### src/rtl/cmp_display_scanner.sv
// rtl/cmp_display_scanner.sv - multiplexed 7-segment scanner for per-channel comparator results
module cmp_display_scanner #(
  parameter int CHANNELS     = 4,
  parameter int REFRESH_DIV  = 50000,
  parameter int BLINK_FRAMES = 64
) (
  input  logic                clk,
  input  logic                rst_n,
  input  logic                in_valid,
  output logic                in_ready,
  input  logic [CHANNELS-1:0] in_gt,
  input  logic [CHANNELS-1:0] in_lt,
  input  logic [CHANNELS-1:0] in_eq,
  input  logic                blank,
  output logic [6:0]          segments,
  output logic [CHANNELS-1:0] digit_n
);

  localparam int CW = $clog2(REFRESH_DIV);
  localparam int IW = (CHANNELS > 1) ? $clog2(CHANNELS) : 1;
  localparam int FW = $clog2(BLINK_FRAMES + 1);

  localparam logic [CW-1:0]       CNT_LAST = CW'(REFRESH_DIV - 1);
  localparam logic [IW-1:0]       IDX_LAST = IW'(CHANNELS - 1);
  localparam logic [FW-1:0]       FRM_LAST = FW'(BLINK_FRAMES - 1);
  localparam logic [CHANNELS-1:0] ONE_HOT0 = CHANNELS'(1);

  localparam logic [6:0] SYM_EQ   = 7'b0110111;
  localparam logic [6:0] SYM_GT   = 7'b0111001;
  localparam logic [6:0] SYM_LT   = 7'b0001111;
  localparam logic [6:0] SYM_DASH = 7'b0111111;
  localparam logic [6:0] SYM_OFF  = 7'b1111111;

  logic [CW-1:0]       cnt;
  logic [IW-1:0]       idx;
  logic [FW-1:0]       frm;
  logic                phase;
  logic                pending;
  logic [CHANNELS-1:0] sh_gt, sh_lt, sh_eq;
  logic [CHANNELS-1:0] dp_gt, dp_lt, dp_eq;

  logic       slot_tick;
  logic       frame_end;
  logic       accept;
  logic [6:0] cur_code;

  assign slot_tick = (cnt == CNT_LAST);
  assign frame_end = slot_tick && (idx == IDX_LAST);
  assign in_ready  = ~pending;
  assign accept    = in_valid && in_ready;

  // Illegal flag combinations (two or more set) blink between DASH and OFF.
  always_comb begin
    cur_code = SYM_DASH;
    case ({dp_gt[idx], dp_lt[idx], dp_eq[idx]})
      3'b100:  cur_code = SYM_GT;
      3'b010:  cur_code = SYM_LT;
      3'b001:  cur_code = SYM_EQ;
      3'b000:  cur_code = SYM_DASH;
      default: cur_code = phase ? SYM_DASH : SYM_OFF;
    endcase
  end

  always_ff @(posedge clk or negedge rst_n) begin
    if (!rst_n) begin
      cnt      <= '0;
      idx      <= '0;
      frm      <= '0;
      phase    <= 1'b0;
      pending  <= 1'b0;
      sh_gt    <= '0;
      sh_lt    <= '0;
      sh_eq    <= '0;
      dp_gt    <= '0;
      dp_lt    <= '0;
      dp_eq    <= '0;
      segments <= SYM_OFF;
      digit_n  <= '1;
    end else begin
      cnt <= slot_tick ? '0 : cnt + 1'b1;
      if (slot_tick) begin
        idx <= (idx == IDX_LAST) ? '0 : idx + 1'b1;
      end

      if (frame_end) begin
        if (frm == FRM_LAST) begin
          frm   <= '0;
          phase <= ~phase;
        end else begin
          frm <= frm + 1'b1;
        end
      end

      // Display only changes at a frame boundary so a frame never mixes old and new data.
      if (frame_end && pending) begin
        dp_gt   <= sh_gt;
        dp_lt   <= sh_lt;
        dp_eq   <= sh_eq;
        pending <= 1'b0;
      end else if (accept) begin
        sh_gt   <= in_gt;
        sh_lt   <= in_lt;
        sh_eq   <= in_eq;
        pending <= 1'b1;
      end

      segments <= blank ? SYM_OFF : cur_code;
      digit_n  <= blank ? '1 : ~(ONE_HOT0 << idx);
    end
  end

endmodule

### config.mk
export PLATFORM = sky130hd
export DESIGN_NAME = cmp_display_scanner
export DESIGN_NICKNAME = d
export VERILOG_FILES = /design/src/rtl/cmp_display_scanner.sv
export SDC_FILE = /design/constraint.sdc
export NUM_CORES = 1
export LEC_CHECK = 0
export CAP_MARGIN = 20
export CORE_MARGIN = 2
export CORE_UTILIZATION = 45
export DETAILED_ROUTE_END_ITERATION = 10
export PLACE_DENSITY_LB_ADDON = 0.08
export SETUP_SLACK_MARGIN = 0.05
export SYNTH_ARGS = -nofsm -noshare
export SYNTH_HDL_FRONTEND = slang
export SYNTH_SLANG_ARGS = --single-unit
export TNS_END_PERCENT = 10
### constraint.sdc
create_clock -name clk -period 2.1 [get_ports clk]
set_clock_uncertainty 0.15 [all_clocks]
set_input_delay 0.42 -clock clk [delete_from_list [all_inputs] [get_ports clk]]
set_output_delay 0.42 -clock clk [all_outputs]
set_load 0.005 [all_outputs]
Yosys cells after proc, flatten, opt, wreduce, memory -nomap -nowiden
Index checks and enable logic that the tools add are counted.
{"block": "word_totals", "ff_bits": 62, "latch_bits": 0, "ram_bits": 0, "romBits": 0, "in_bits": 16, "out_inout_bits": 12, "word_cells": 50, "memories": 0}
{"block": "classes", "add_sub_neg": 3, "multipliers": 0, "div_mod_pow": 0, "magnitude_cmp": 1, "n_eq_ne": 6, "shift": 1, "n_mux": 15, "bitwise_logic": 4, "n_reduce_logical": 7}
{"cell": "$pmux 7 s4", "n": 1}
{"cell": "$mux 7", "n": 3}
{"cell": "$add 16x1->16 const B", "n": 1}
{"cell": "$eq 16x16->1 const B", "n": 1}
{"cell": "$mux 16", "n": 1}
{"cell": "$add 7x1->7 const B", "n": 1}
{"cell": "$eq 7x6->1 const B", "n": 1}
{"cell": "$bmux 1 s2", "n": 3}
{"cell": "$mux 1", "n": 5}
{"cell": "$mux 4", "n": 1}
{"cell": "$not 4->4", "n": 1}
{"cell": "$reduce_and 2->1", "n": 2}
{"cell": "$shl 1x2->4 const A", "n": 1}
{"cell": "$eq 3x1->1 const B", "n": 1}
{"cell": "$eq 3x2->1 const B", "n": 1}
{"cell": "$eq 3x3->1 const B", "n": 1}
{"cell": "$logic_and 1x1->1", "n": 3}
{"cell": "$logic_not 3->1", "n": 1}
{"cell": "$lt 2x3->1 const B", "n": 1}
{"cell": "$not 1->1", "n": 3}
{"cell": "$add 2x1->2 const B", "n": 1}
{"cell": "$eq 2x2->1 const B", "n": 1}
{"cell": "$mux 2", "n": 1}
{"cell": "$reduce_bool 2->1", "n": 1}

Longest topological paths before layout
Gate-level depths: netlist (run 1).
{"block": "logic_depth", "word_depth": 5, "ltp_mapped": 6, "mapped_depth_nobuf": 5}

Least setup slack after synthesis (run 1)
No wires, ideal clock.
{"block": "synth_timing", "kind": "reg-to-reg", "from": "reg cnt[10]", "to": "reg dp_eq[3]", "setup_ps": 125, "arrival_time_ps": 1835, "t_required_ps": 1825, "slack_ps": -10, "path_stages_with_launch": 6, "n_path_buf": 1, "period_less_slack_ps": 2110, "path_cell_list": "dfrtp_1 > or4b_4 > nor4_4 > nand2_2 > buf_6 > mux2_4"}
{"block": "synth_via", "elab_chain_cells": 3}
{"element": "from (decl)", "line": "34", "source": "logic [CW-1:0] cnt;"}
{"element": "from (signal assigned)", "line": "80", "source": "cnt <= slot_tick ? '0 : cnt + 1'b1;"}
{"element": "$eq 16x16->1", "line": "47", "source": "assign slot_tick = (cnt == CNT_LAST);"}
{"element": "$logic_and 1x1->1", "line": "48", "source": "assign frame_end = slot_tick && (idx == IDX_LAST);"}
{"element": "$logic_and 1x1->1", "line": "95", "source": "if (frame_end && pending) begin"}
{"element": "to (signal assigned)", "line": "98", "source": "dp_eq <= sh_eq;"}
{"element": "to (decl)", "line": "40", "source": "logic [CHANNELS-1:0] dp_gt, dp_lt, dp_eq;"}
No other way between the ends.
A chain may end at the register's enable or synchronous reset.

Worst setup path after layout (run 1)
{"block": "layout_timing", "from": "reg cnt[11]", "to": "reg dp_gt[0]"}
{"block": "layout_via", "elab_chain_cells": 3}
{"element": "$eq 16x16->1", "line": "47"}
{"element": "$logic_and 1x1->1", "line": "48"}
{"element": "$logic_and 1x1->1", "line": "95"}
{"element": "to (signal assigned)", "line": "96", "source": "dp_gt <= sh_gt;"}
{"element": "to (decl)", "line": "40"}
No other way between the ends.

==> flow_summary.json, run 1 <==
{
  "seqCellArea_sq_um": 1490,
  "ff2ff_setup_slack_ns": 0.03,
  "mostFrequentLayoutCell": "dfrtp_1",
  "port_buffers": 26,
  "syn2layout_area_growth_pct": 25.8,
  "synthesis.nets": 224,
  "p_leak_nw": 1.54,
  "regToRegStartpoint": "cnt[11]",
  "arrival_ns": 2.13,
  "ys_seq_area_frac": 0.564,
  "yosysTopAreaCellShare": 0.484,
  "yosysWarnings": 0,
  "htree_levels": 3,
  "drv_slew": 0,
  "crit_fanout": 7,
  "antenna_found_initial": 0,
  "initial_core_util": 0.473,
  "cts.sinks": 59,
  "grt_pass1_wl_um": 8540,
  "max_freq_ghz": 0.482,
  "r2r_end": "dp_gt[0]",
  "stdcell_count": 331,
  "drt-vias-per-instance": 5.10,
  "async_flop_share": 1.00,
  "rows": 27,
  "numCtsBuffers": 9,
  "die_h_um": 80.5,
  "fin_nets": 277,
  "worstSkewPairLatency_ns": 0.32,
  "io_pins": 28,
  "pwr-share-comb": 0.043,
  "drc": 0,
  "whs_ns": 0.330,
  "post-route-period-util": 0.987,
  "end_kind": "flop",
  "cp-start-kind": "flop",
  "gr-total-overflow": 0,
  "grt_pass1_vias": 1793,
  "num_vias": 1687,
  "multiInputGateArea_sq_um": 1110,
  "power.density_nw_per_um2": 646,
  "insertedDiodeCount": 0,
  "firstDrtPassIters": 4,
  "power.switching_w": 0.000467,
  "drt_iter0_markers": 67,
  "place_congestion": 0.746,
  "grt_use_total": 0.177,
  "place.detailed.hpwl_um": 3380,
  "max-vdd-ir-drop_mv": 0.347,
  "reg2reg_depth": 5,
  "cap_violations": 0,
  "die_area_sq_um": 6490,
  "status": "complete, no violations",
  "ys_ff_latch": 59,
  "tritoncts": "done",
  "synth_area_leaders": "dfrtp_1 (48%), dfstp_2 (8.0%), mux2_2 (7.3%)",
  "fill_cells": 474,
  "layout-drive-gt1-share": 0.309,
  "dp.cells": 313,
  "coreArea_sq_um": 5570,
  "p_int_w": 0.00168,
  "clockRootBuffer": "clkbuf_8",
  "hold_viol": 0,
  "hold_path_class": "reg -> reg",
  "worstPathRequired_ns": 2.16,
  "synth_area_sq_um": 2640,
  "whs_path_depth": 1,
  "synth_edf_count": 0,
  "rsz0062_at_grt": "true",
  "hold-path-endpoint": "phase",
  "period_needed_ns": 2.07,
  "hold_start": "phase",
  "grt_max_degree": 60,
  "wl_per_cell_um": 14.5,
  "switching_share": 0.218,
  "ant_nets": 0,
  "most-common-layout-cells": "dfrtp_1 (51), clkdlybuf4s50_1 (25), buf_4 (20)",
  "clockBufferDepth": 2,
  "synth_flop_cell": "dfrtp_1",
  "synth_cell_types": 41,
  "clkTransAtPathRegs_ns": 0.06,
  "syn-instance-count": 202,
  "final_core_util": 0.595,
  "avgSynthCellArea_sq_um": 13.1,
  "die-width_um": 80.5,
  "p_seq_frac": 0.555,
  "setup_tns_ns": 0,
  "crit_type": "reg -> reg",
  "post-synth-top-area-cell": "dfrtp_1",
  "wirelength_um": 4790,
  "clockPowerShare": 0.402,
  "setup_viol": 0
}
-- per-layer routing --
metal / vias to the layer above / track usage / share of wire
met1: 825 / 0.223 / 0.46
li1: 817 / - / -
met4: 0 / 0.0814 / 0.016
met3: 9 / 0.0427 / 0.042
met5: - / 0 / 0
met2: 36 / 0.288 / 0.48
-- worst max-delay path, stage by stage (launching register included) --
cell	delay [ns]
dfrtp_1	0.38
or4b_4	0.57
nor4_4	0.27
buf_6	0.18
nand2_8	0.08
mux2_4	0.32
-- sequential cells by signal, indices dropped and copies added (netlist names) --
| signal | cells |
|---|---|
| digit_n | 4 |
| sh_eq | 4 |
| dp_lt | 4 |
| phase | 1 |
| pending | 1 |
| dp_eq | 4 |
| dp_gt | 4 |
| cnt | 16 |
| sh_gt | 4 |
| sh_lt | 4 |
| idx | 2 |
| frm | 7 |
| segments | 4 |
-- stage by stage --
stage	power (W)	setup WS [ns]	area, sq um
2_1_floorplan	0.00123	0.0746	2640
3_3_place_gp	0.00130	-0.00730	3100
3_5_place_dp	0.00130	-0.0700	3100
4_1_cts	0.00217	0.0157	3320
5_1_grt	0.00224	-0.00496	3320
6_report	0.00214	0.0269	3320
-- area by class of cell --
cell class	instances	share of cell area
multi-input combinational	130	0.335
clock buffer	12	0.0438
clock inverter	3	0.00453
timing repair buffer	49	0.135
tap	72	0.0272
sequential	59	0.448
inverter	6	0.00679
-- power groups by stage --
stage	Combinational (W)	Clock, W	Sequential (W)
2_1_floorplan	0.0000317	0	0.00120
3_3_place_gp	0.0000896	0	0.00121
3_5_place_dp	0.0000945	0	0.00121
4_1_cts	0.0000962	0.000887	0.00119
5_1_grt	0.000106	0.000939	0.00119
6_report	0.0000931	0.000862	0.00119
-- cells by family (layout without fill, tap and decap cells) --
group	after synthesis	in the layout	synth area share
buffers and inverters	14	70	0.0280
AND/OR/NAND/NOR	64	65	0.143
multiplexers	30	30	0.153
AO/OA/AOI/OAI	14	14	0.0346
adder cells (fa/ha/maj)	7	7	0.0323
flip-flops	59	59	0.564
other	1	1	0.00142
XOR/XNOR	13	13	0.0432
-- synth_stat cells, types with 2 or more instances --
cell type	count
nor2b_1	2
xnor2_1	5
nand3b_1	2
dfrtp_1	51
o21ai_0	5
nand4_1	8
buf_4	3
dfstp_2	8
ha_1	6
nor2_1	13
a21o_1	3
buf_2	2
nand2_1	10
inv_1	6
nand2b_1	5
mux4_2	3
xor2_1	8
mux2_2	17
nor3_1	4
a22o_1	2
and4_1	4
nand3_1	5
clkbuf_1	2
and3_1	3
mux2_4	9
-- what timing repair did --
action / 4_1_cts / 5_1_grt
hold buffers: 1 / 0
pin swaps: 2 / 2
resized for setup: 4 / 3
setup buffers: 2 / 0
endpoints found under the hold margin: 51 / 0
setup endpoints to repair: 14 / 26
cloned: 1 / 0
-- worst max-delay path by stage --
stage	from	end	cells past startpoint
after floorplan	cnt[5]	dp_eq[3]	5
after global placement	cnt[5]	dp_lt[2]	4
after detailed placement	cnt[5]	dp_lt[1]	4
after CTS	cnt[10]	cnt[14]	5
after global routing	cnt[11]	dp_eq[3]	5
final	cnt[11]	dp_gt[0]	5
Note: power is estimated with default switching activity, not from simulation.
==> run 2: changes to the inputs <==
- CAP_MARGIN: 20 -> unset
- PLACE_DENSITY: unset -> 0.68
- PLACE_DENSITY_LB_ADDON: 0.08 -> unset
==> flow_summary.json, run 2 (same netlist as run 1, synthesis figures left out) <==
{
  "status": "complete, no violations",
  "grt_use_total": 0.165,
  "ant_nets": 0,
  "switching_share": 0.239,
  "period_needed_ns": 2.03,
  "hold_viol": 0,
  "reg.largest.list": "cnt: 16 flops, frm: 7 flops",
  "drc": 0,
  "num_vias": 1705,
  "die_h_um": 80.5,
  "drt_iter0_markers": 53,
  "power.density_nw_per_um2": 705,
  "post_cts_buffers": 0,
  "port_buffers": 26,
  "grt_pass1_wl_um": 7750,
  "cts.sinks": 59,
  "tritoncts": "done",
  "worst_slack_ns": 0.0684,
  "rows": 27,
  "initial_core_util": 0.473,
  "firstDrtPassIters": 4,
  "wl_per_cell_um": 13.8,
  "startpoint": "cnt[5]",
  "cap_violations": 0,
  "regToRegStartpoint": "cnt[5]",
  "clockRootBuffer": "clkbuf_8",
  "fin_nets": 275,
  "most-common-layout-cells": "dfrtp_1 (51), clkdlybuf4s50_1 (25), buf_4 (19)",
  "worstPathRequired_ns": 2.19,
  "clockPowerShare": 0.458,
  "hold_start": "phase",
  "p_leak_nw": 1.56,
  "drt-vias-per-instance": 5.17,
  "drv_slew": 0,
  "clockBufferDepth": 2,
  "total_power_w": 0.00236,
  "arrival_ns": 2.12,
  "setup_tns_ns": 0,
  "max-vdd-ir-drop_mv": 0.493,
  "post-route-period-util": 0.967,
  "antenna_found_initial": 0,
  "crit_fanout": 13,
  "htree_levels": 3,
  "crit_type": "reg -> reg",
  "stdcell_count": 330,
  "die-width_um": 80.5,
  "worstSkewPairLatency_ns": 0.35,
  "clkTransAtPathRegs_ns": 0.08,
  "end_kind": "flop",
  "layout-drive-gt1-share": 0.314,
  "max_freq_ghz": 0.492,
  "place_ws_ns": 0.0690,
  "fin_area_sq_um": 3340,
  "mostFrequentLayoutCell": "dfrtp_1",
  "setup_viol": 0,
  "wirelength_um": 4570,
  "largest_reg_flops": 16,
  "io_pins": 28,
  "place.detailed.hpwl_um": 3240,
  "place_congestion": 0.863,
  "grt_max_degree": 42,
  "coreArea_sq_um": 5570,
  "fill_cells": 462,
  "insertedDiodeCount": 0,
  "syn2layout_area_growth_pct": 26.8,
  "p_seq_frac": 0.503,
  "place_area_sq_um": 3120,
  "pwr-share-comb": 0.039,
  "numCtsBuffers": 9,
  "rsz0062_at_grt": "true",
  "power.switching_w": 0.000563,
  "top_register": "cnt",
  "die_area_sq_um": 6490,
  "grt_pass1_vias": 1662,
  "hold_path_class": "reg -> reg",
  "dp.cells": 313,
  "gr-total-overflow": 0,
  "cp-start-kind": "flop",
  "p_int_w": 0.00179
}
==> run 2: path summary, 6_finish.rpt <==
check | endpoint | slack [ns] | cells after the start
setup reg to reg | dp_lt[2] | 0.07 | 5
hold / removal | phase | 0.33 | 1
hold reg to reg | phase | 0.33 | 1
min in group asynchronous | cnt[13] | 0.40 | 2
setup / recovery | dp_lt[2] | 0.07 | 5
max in group asynchronous | cnt[1] | 0.84 | 3
==> run 2: layer usage <==
layer	GRT usage	up-vias	part of all wire
met1	0.208	844	0.48
met3	0.0539	12	0.038
li1	-	817	-
met4	0.0966	0	0.028
met2	0.248	32	0.46
met5	0	-	0
==> run 2: metrics by stage <==
stage,util,hold slack [ns]
3_3_place_gp,0.559,0.243
6_report,0.600,0.333
2_1_floorplan,-,-0.0256
3_5_place_dp,0.559,0.250
5_1_grt,0.600,0.364
4_1_cts,0.598,0.340
==> run 2: cell type report <==
class                           instances  area (sq um)  share of cell area
Clock buffer                            9           124              0.0371
Clock inverter                          7          82.6              0.0247
Inverter                                6          22.5             0.00674
Multi-Input combinational cell        129          1090               0.326
Sequential cell                        59          1490               0.445
Tap cell                               72          90.1              0.0269
Timing Repair Buffer                   48           448               0.134
==> run 2: critical path, stage by stage, from the launching register on <==
cell     delay [ns]
dfrtp_1        0.38
or4b_4         0.57
nor4_4         0.26
nand2_2        0.10
buf_12         0.16
mux2_4         0.30
==> run 2: power groups by stage <==
| stage | Sequential, W | Combinational, W | Clock, W |
|---|---|---|---|
| floorplan | 0.00120 | 0.0000317 | 0 |
| global placement | 0.00121 | 0.0000924 | 0 |
| detailed placement | 0.00121 | 0.0000943 | 0 |
| CTS | 0.00119 | 0.0000959 | 0.00110 |
| global route | 0.00119 | 0.000104 | 0.00117 |
| finish | 0.00119 | 0.0000928 | 0.00108 |
==> run 2: repair_timing <==
| action | in CTS | in global routing |
|---|---|---|
| hold endpoints to repair | 10 | 0 |
| gates resized for setup | 0 | 2 |
| endpoints found under the setup margin | 0 | 20 |
| hold buffers | 1 | 0 |
==> run 3: changes to the inputs <==
- GPL_TIMING_DRIVEN: unset -> 0
==> flow_summary.json, run 3 (same netlist as run 1, synthesis figures left out) <==
{
  "status": "finished, violations left",
  "violations": "negative setup slack",
  "place_congestion": 0.759,
  "num_vias": 1658,
  "numCtsBuffers": 9,
  "clockRootBuffer": "clkbuf_8",
  "clkTransAtPathRegs_ns": 0.07,
  "setup_tns_ns": -0.184,
  "htree_levels": 3,
  "period_needed_ns": 2.13,
  "worstSkewPairLatency_ns": 0.33,
  "grt_max_degree": 39,
  "crit_type": "reg -> reg",
  "reg2reg_depth": 5,
  "crit_path_cell_trace": "or4b_4 -> nor4_4 -> nand2_2 -> buf_6 -> mux2_4",
  "reg.largest.list": "cnt: 16 flops, frm: 7 flops",
  "insertedDiodeCount": 0,
  "end_kind": "flop",
  "place.detailed.hpwl_um": 3100,
  "grt_pass1_wl_um": 7980,
  "crit_fanout": 10,
  "hold_buffers": 0,
  "die-width_um": 80.5,
  "die_area_sq_um": 6490,
  "fin_area_sq_um": 3260,
  "max-vdd-ir-drop_mv": 0.489,
  "worst-path-buf-inv": 1,
  "p_leak_nw": 1.49,
  "place_ws_ns": -0.214,
  "hold_path_class": "in -> async",
  "drv_slew": 0,
  "drt_iter0_markers": 79,
  "clockBufferDepth": 2,
  "hold_viol": 0,
  "fill_cells": 487,
  "firstDrtPassIters": 4,
  "rsz0062_at_grt": "true",
  "most-common-layout-cells": "dfrtp_1 (48), clkdlybuf4s50_1 (24), mux2_2 (17)",
  "mostFrequentLayoutCell": "dfrtp_1",
  "arrival_ns": 2.19,
  "rows": 27,
  "stdcell_count": 320,
  "cap_violations": 0,
  "wl_per_cell_um": 13.9,
  "total_power_w": 0.00238,
  "die_h_um": 80.5,
  "power.density_nw_per_um2": 729,
  "top_register": "cnt",
  "worst_slack_ns": -0.0294,
  "r2r_end": "dp_lt[2]",
  "tightest_slew_ns": 0.882,
  "ff2ff_setup_slack_ns": -0.03,
  "port_buffers": 26,
  "largest_reg_flops": 16,
  "slowest_delay_ns": 0.58,
  "syn2layout_area_growth_pct": 23.8,
  "ant_nets": 0,
  "dp.cells": 301,
  "layout-drive-gt1-share": 0.302,
  "initial_core_util": 0.473,
  "place_area_sq_um": 3010,
  "critical-path-top-delay-family": "simple AND/OR/NAND/NOR gates",
  "timing.slew.headroom": 0.412,
  "wirelength_um": 4440,
  "antenna_found_initial": 0,
  "fin_nets": 265,
  "cpMaxStageDelayCell": "or4b_4",
  "grt_use_total": 0.164,
  "drc": 0,
  "post-route-period-util": 1.01,
  "max_freq_ghz": 0.470,
  "tritoncts": "done",
  "cts.sinks": 59,
  "gr-total-overflow": 0,
  "setup_viol": 11,
  "drt-vias-per-instance": 5.18,
  "regToRegStartpoint": "cnt[12]",
  "cp-start-kind": "flop",
  "io_pins": 28,
  "coreArea_sq_um": 5570,
  "grt_pass1_vias": 1665,
  "worstPathRequired_ns": 2.16
}
-- run 3: layout make-up --
type | instances | area [sq um] | area share
Sequential cell | 59 | 1490 | 0.457
Multi-Input combinational cell | 129 | 1090 | 0.334
Timing Repair Buffer | 30 | 303 | 0.0928
Clock buffer | 11 | 131 | 0.0403
Tap cell | 72 | 90.1 | 0.0276
Clock inverter | 5 | 77.6 | 0.0238
Buffer | 8 | 57.6 | 0.0176
Inverter | 6 | 22.5 | 0.00690
-- run 3: repair_timing --
action | in CTS | in global routing
setup buffers | 3 | 0
resized for setup | 4 | 8
pin swaps | 2 | 1
endpoints found under the setup margin | 29 | 39
-- run 3: worst max-delay path by stage --
stage               startpoint  depth (start not counted)  slack [ns]       end
finish                 cnt[12]                          5       -0.03  dp_lt[2]
global route           cnt[12]                          5       -0.11  dp_lt[2]
CTS                    cnt[10]                          5       -0.03  dp_lt[2]
detailed placement    in_valid                          4       -0.21  sh_gt[3]
global placement         rst_n                          1       -1.41  sh_gt[3]
floorplan               cnt[5]                          5        0.07  dp_eq[3]
-- run 3: power breakdown --
part	internal (W)	switching [W]	total [W]
Sequential	0.00117	0.0000163	0.00119
Combinational	0.0000571	0.0000361	0.0000932
Clock	0.000665	0.000433	0.00110
Total	0.00189	0.000486	0.00238
-- run 3: per-layer routing --
layer | track usage | up-vias | share of wire | wire length, um
met5 | 0 | - | 0 | 0
li1 | - | 794 | - | -
met4 | 0.0864 | 0 | 0.021 | 95
met1 | 0.219 | 828 | 0.47 | 2070
met3 | 0.0337 | 9 | 0.029 | 129
met2 | 0.249 | 27 | 0.48 | 2140
-- run 3: metrics by stage --
| step | utilization | hold WS [ns] |
|---|---|---|
| after global routing | 0.585 | 0.132 |
| after global placement | 0.536 | 0.316 |
| after floorplan | - | -0.0256 |
| after CTS | 0.583 | 0.0816 |
| final | 0.585 | 0.0587 |
| after detailed placement | 0.541 | 0.316 |
